File: src/rtl/bcd_pkg.sv
// Shared constants and types for the binary-to-BCD conversion scheduler.
// Engine register layout: [47:20] seven BCD digits, [19:0] binary operand.
package bcd_pkg;

    localparam int BIN_W   = 20;
    localparam int N_DIG   = 6;
    localparam int DIG_W   = 4;
    localparam int STEPS   = BIN_W;
    localparam int ENG_DIG = N_DIG + 1;
    localparam int SR_W    = ENG_DIG * DIG_W + BIN_W;
    localparam int CNT_W   = $clog2(STEPS + 1);

    localparam logic [BIN_W-1:0] LIMIT = 20'd999999;

    typedef enum logic {
        IDLE,
        SHIFT
    } state_t;

    // Digit k (1 = least significant) of the engine register, zero-extended.
    function automatic logic [7:0] dig8(input logic [SR_W-1:0] s, input int k);
        return {4'b0000, s[BIN_W + (k - 1) * DIG_W +: DIG_W]};
    endfunction

endpackage

File: src/rtl/bcd_dabble_step.sv
// One double-dabble iteration: add 3 to every BCD nibble >= 5, then shift left.
// Purely combinational.
module bcd_dabble_step
    import bcd_pkg::*;
(
    input  logic [SR_W-1:0] din,
    output logic [SR_W-1:0] dout
);

    logic [SR_W-1:0] adj;

    always_comb begin
        adj = din;
        for (int i = 0; i < ENG_DIG; i++) begin
            if (din[BIN_W + i * DIG_W +: DIG_W] >= 4'd5) begin
                adj[BIN_W + i * DIG_W +: DIG_W] =
                    din[BIN_W + i * DIG_W +: DIG_W] + 4'd3;
            end
        end
        dout = adj << 1;
    end

endmodule

File: src/rtl/bcd_conv_sched.sv
// Two-port round-robin scheduler around a shared iterative double-dabble engine.
// One add-3/shift step per clock; results hold until the next completion.
module bcd_conv_sched
    import bcd_pkg::*;
(
    input  logic             clk,
    input  logic             reset,
    input  logic             req0,
    input  logic             req1,
    input  logic [BIN_W-1:0] bin0,
    input  logic [BIN_W-1:0] bin1,
    output logic             ack0,
    output logic             ack1,
    output logic             done0,
    output logic             done1,
    output logic [7:0]       d1,
    output logic [7:0]       d2,
    output logic [7:0]       d3,
    output logic [7:0]       d4,
    output logic [7:0]       d5,
    output logic [7:0]       d6,
    output logic             ovf,
    output logic             busy,
    output logic             owner
);

    state_t            state;
    state_t            state_n;
    logic [SR_W-1:0]   sr;
    logic [SR_W-1:0]   sr_step;
    logic [CNT_W-1:0]  cnt;
    logic              ptr;
    logic              grant;
    logic              gsel;
    logic              fin;

    bcd_dabble_step u_step (
        .din  (sr),
        .dout (sr_step)
    );

    always_ff @(posedge clk) begin
        if (reset) state <= IDLE;
        else       state <= state_n;
    end

    // ptr holds the last owner; on a tie the other requester wins.
    always_comb begin
        state_n = state;
        grant   = 1'b0;
        gsel    = 1'b0;
        fin     = 1'b0;
        case (state)
            IDLE: begin
                if (req0 || req1) begin
                    grant   = 1'b1;
                    gsel    = (req0 && req1) ? ~ptr : req1;
                    state_n = SHIFT;
                end
            end
            SHIFT: begin
                if (cnt == CNT_W'(STEPS - 1)) begin
                    fin     = 1'b1;
                    state_n = IDLE;
                end
            end
            default: state_n = IDLE;
        endcase
    end

    always_ff @(posedge clk) begin
        if (reset) begin
            sr    <= '0;
            cnt   <= '0;
            ptr   <= 1'b1;
            ack0  <= 1'b0;
            ack1  <= 1'b0;
            done0 <= 1'b0;
            done1 <= 1'b0;
            d1    <= '0;
            d2    <= '0;
            d3    <= '0;
            d4    <= '0;
            d5    <= '0;
            d6    <= '0;
            ovf   <= 1'b0;
            busy  <= 1'b0;
            owner <= 1'b0;
        end else begin
            ack0  <= grant & ~gsel;
            ack1  <= grant & gsel;
            done0 <= fin & ~owner;
            done1 <= fin & owner;
            if (grant) begin
                sr    <= {{(SR_W - BIN_W){1'b0}}, gsel ? bin1 : bin0};
                cnt   <= '0;
                owner <= gsel;
                ptr   <= gsel;
                busy  <= 1'b1;
            end else if (state == SHIFT) begin
                sr  <= sr_step;
                cnt <= cnt + 1'b1;
            end
            // All digits and ovf load together from the final step.
            if (fin) begin
                busy <= 1'b0;
                d1   <= dig8(sr_step, 6);
                d2   <= dig8(sr_step, 5);
                d3   <= dig8(sr_step, 4);
                d4   <= dig8(sr_step, 3);
                d5   <= dig8(sr_step, 2);
                d6   <= dig8(sr_step, 1);
                ovf  <= (dig8(sr_step, 7) != 8'd0);
            end
        end
    end

endmodule

File: config.mk
export PLATFORM = sky130hd
export DESIGN_NAME = bcd_conv_sched
export DESIGN_NICKNAME = d
export VERILOG_FILES = /design/src/rtl/bcd_pkg.sv /design/src/rtl/bcd_dabble_step.sv /design/src/rtl/bcd_conv_sched.sv
export SDC_FILE = /design/constraint.sdc
export NUM_CORES = 1
export LEC_CHECK = 0
export CAP_MARGIN = 10
export CORE_UTILIZATION = 45
export CTS_CLUSTER_DIAMETER = 200
export CTS_CLUSTER_SIZE = 12
export DETAILED_ROUTE_END_ITERATION = 6
export GPL_TIMING_DRIVEN = 0
export PLACE_DENSITY = 0.73
export REMOVE_ABC_BUFFERS = 1
export SETUP_SLACK_MARGIN = 0.02
export SYNTH_ARGS = -nofsm -noshare
export SYNTH_HDL_FRONTEND = slang
export SYNTH_SLANG_ARGS = --single-unit
File: constraint.sdc
create_clock -name clk -period 1.7 [get_ports clk]
set_clock_uncertainty 0.15 [all_clocks]
set_input_delay 0.255 -clock clk [delete_from_list [all_inputs] [get_ports clk]]
set_output_delay 0.255 -clock clk [all_outputs]
set_load 0.01 [all_outputs]
==> flow_summary.json <==
{
  "dp_hpwl_mm": 5.876,
  "synth_cell_types": 37,
  "postLayoutCoreUtil": 0.6778,
  "vias": 3786,
  "num_rows": 34,
  "async_flop_share": 0,
  "grt_max_degree": 57,
  "hold_path_depth": 1,
  "dieWidth_um": 97.38,
  "p_clk_frac": 0.379,
  "wire_per_inst_um": 17.05,
  "place_ws_ns": -1.105,
  "yosysSeqAreaShare": 0.4205,
  "synth_ff_type": "dfxtp_1",
  "cts.sinks": 86,
  "r2r_cells": 7,
  "crit_start": "cnt[1]",
  "num_antenna_cells": 0,
  "worstPathCellList": "ha_4 > nand2_4 > nor4b_4 > buf_8 > buf_12 > nand2b_4 > o22ai_1",
  "cts_root_buf": "clkbuf_8",
  "p_leak_uw": 0.002301,
  "endpoint_kind": "flip-flop",
  "holdWs_ns": 0.2837,
  "period_share": 1.029,
  "io_buffer_count": 74,
  "reg2reg_setup_slack_ns": -0.05,
  "period_minus_slack_ns": 1.749,
  "finalHoldViolCount": 0,
  "comb_power_share": 0.143,
  "p_sw_uw": 1090,
  "fp.dieArea_mm2": 0.009483,
  "ys_ff_latch": 86,
  "fmax_mhz": 571.9,
  "p_int_uw": 3342,
  "cts_buffers": 9,
  "yosys_warnings": 0,
  "clk_path_buf_depth": 2,
  "grt-ovfl-total": 0,
  "status": "finished with violations",
  "crit_type": "reg -> reg",
  "start_util": 0.4672,
  "drv_cap": 0,
  "cts_hold_buf": 0,
  "viasPerCell": 5.617,
  "timing.final.ws_setup_ns": -0.04867,
  "min-delay-path-class": "reg -> reg",
  "final_nets": 620,
  "crit_path_start_kind": "flip-flop",
  "worst_pin_slew_ns": 0.6931,
  "wl_mm": 11.49,
  "cellPowerDensity_mw_per_mm2": 746.1,
  "drive_gt1_frac": 0.2473,
  "synthesis.area_mm2": 0.004094,
  "holdCritStartpoint": "owner",
  "gp_congestion": 0.7854,
  "use_met3": 0.04460,
  "grt_util_all_layers": 0.2156,
  "rsz0062_at_grt": "true",
  "violations": "negative setup slack",
  "worst_r2r_endpoint": "d1[1]",
  "arrival_ns": 1.88,
  "critPathRequiredTime_ns": 1.83,
  "die_h_um": 97.38,
  "grt_pass1_wl_mm": 16.59,
  "path_clk_slew_ns": 0.09,
  "syn-instance-count": 466,
  "cts_tree": "yes",
  "use_met1": 0.2569,
  "maxSlewHeadroom": 0.5379,
  "first_pass_iters": 4,
  "busiest_layer": "met2",
  "p_seq_frac": 0.478,
  "avgSynthCellArea_um2": 8.785,
  "slew_viol_final": 0,
  "grtUsageMet2": 0.3744,
  "grt_pass1_vias": 3517,
  "slowest_delay_ns": 0.38,
  "clock_latency_ns": 0.35,
  "antenna_found_initial": 0,
  "core-area_mm2": 0.008763,
  "htree_levels": 3,
  "setup_viol": 24,
  "critPathTopFamily": "simple AND/OR/NAND/NOR gates",
  "swShare": 0.2460,
  "syn2layout_area_growth_pct": 45.08,
  "first_iter_violations": 198,
  "rr_startpoint": "cnt[1]",
  "ir_drop_mv": 0.3933,
  "ant_nets": 0,
  "cp_max_fo": 7,
  "drc": 0,
  "whs_endpoint": "done0",
  "synth-edff-count": 0,
  "cp.buffers_inverters": 2,
  "pin_count": 99,
  "crit_slowest_cell": "dfxtp_4"
}
[worst register-to-register path, stage by stage (launching register included)]
cell and delay (ns):
dfxtp_4 0.38, ha_4 0.15, nand2_4 0.06, nor4b_4 0.31, buf_8 0.20, buf_12 0.12
nand2b_4 0.12, o22ai_1 0.19
[routing by layer]
layer	up-vias	wire, µm
met5	-	0
met4	0	237
met3	25	563
met2	151	5965
met1	1795	4723
li1	1815	-
[flip-flops by register name, indices dropped and copies added, names as in the netlist]
register / count
ack0: 1
ack1: 1
busy: 1
cnt: 5
d1: 4
d2: 4
d3: 4
d4: 4
d5: 4
d6: 4
done0: 1
done1: 1
ovf: 1
owner: 1
ptr: 1
sr: 48
state: 1
[metrics by stage]
stage	cells	TNS (ns)	area [µm²]	power [µW]
final	674	-0.4488	5939	4432
after global routing	674	-2.358	5939	4575
after CTS	655	0	5424	4357
after detailed placement	619	-69.36	4806	2636
after global placement	614	-231.79	4732	2611
after floorplan	432	-125.48	3856	2422
[area by class of cell]
cell class                 count  area, µm²
tap                          108      135.1
inverter                      16      60.06
clock inverter                 3      65.06
sequential                    86       1742
timing repair buffer         115       1274
multi-input combinational    333       2495
fill                         661       2824
clock buffer                  13      168.9
[worst max-delay path by stage]
stage / to / slack, ns / cells past startpoint
after global routing: d1[1] / -0.12 / 7
after global placement: d1[2] / -3.72 / 4
after CTS: sr[30] / 0.02 / 6
after floorplan: d1[1] / -2.09 / 4
after detailed placement: d6[1] / -1.10 / 6
final: d1[1] / -0.05 / 7
[Yosys cell counts (2+ instances only)]
cell type | instances | area (µm²)
dfxtp_1 | 86 | 1722
buf_2 | 10 | 50.05
a311oi_1 | 6 | 52.55
o221ai_1 | 12 | 105.1
a21oi_1 | 41 | 205.2
nand4_1 | 2 | 12.51
nor2_1 | 37 | 138.9
o211ai_1 | 9 | 67.56
o21ai_0 | 12 | 60.06
mux2i_1 | 3 | 30.03
xnor2_1 | 8 | 70.07
nand2b_1 | 36 | 225.2
nand2_1 | 21 | 78.83
or3_1 | 8 | 50.05
ha_1 | 15 | 187.7
buf_4 | 26 | 195.2
inv_1 | 16 | 60.06
xor2_1 | 3 | 26.28
nor3b_1 | 7 | 52.55
mux2_2 | 6 | 67.56
a211oi_1 | 12 | 90.09
nand3_1 | 6 | 30.03
nor3_1 | 4 | 20.02
o22ai_1 | 28 | 175.2
a22oi_1 | 19 | 142.6
nor2b_1 | 2 | 12.51
clkbuf_1 | 21 | 78.83
[kinds of logic after synthesis]
| group | after synthesis | synth area share |
|---|---|---|
| simple gates | 128 | 0.1635 |
| compound gates | 143 | 0.2280 |
| fa+ha+maj | 15 | 0.04584 |
| mux | 9 | 0.02384 |
| flops | 86 | 0.4205 |
| xor+xnor | 11 | 0.02353 |
| buf+inv | 73 | 0.09383 |
| other cells | 1 | 0.0009160 |
[cells in the final DEF (no fill, tap or decap), types with 17 or more instances in the layout]
cell / count
clkdlybuf4s50_1: 59
a21oi_1: 34
o22ai_1: 17
nand2b_1: 30
nand2_1: 21
a22oi_1: 19
dfxtp_1: 74
nor2_1: 29
buf_4: 27
conb_1: 24
[power groups by stage]
stage / sequential [µW] / clock (µW) / combinational, µW
3_3_place_gp: 2190 / 0 / 420
4_1_cts: 2120 / 1690 / 552
2_1_floorplan: 2180 / 0 / 246
3_5_place_dp: 2170 / 0 / 461
6_report: 2120 / 1680 / 633
5_1_grt: 2130 / 1770 / 681
[what timing repair did]
action	in CTS	in global routing
gates resized for setup	39	73
setup buffers	14	16
hold endpoints to repair	0	0
endpoints found under the setup margin	84	55
pin swaps	8	42
cloned	6	3
(Power assumes the default switching activity.)
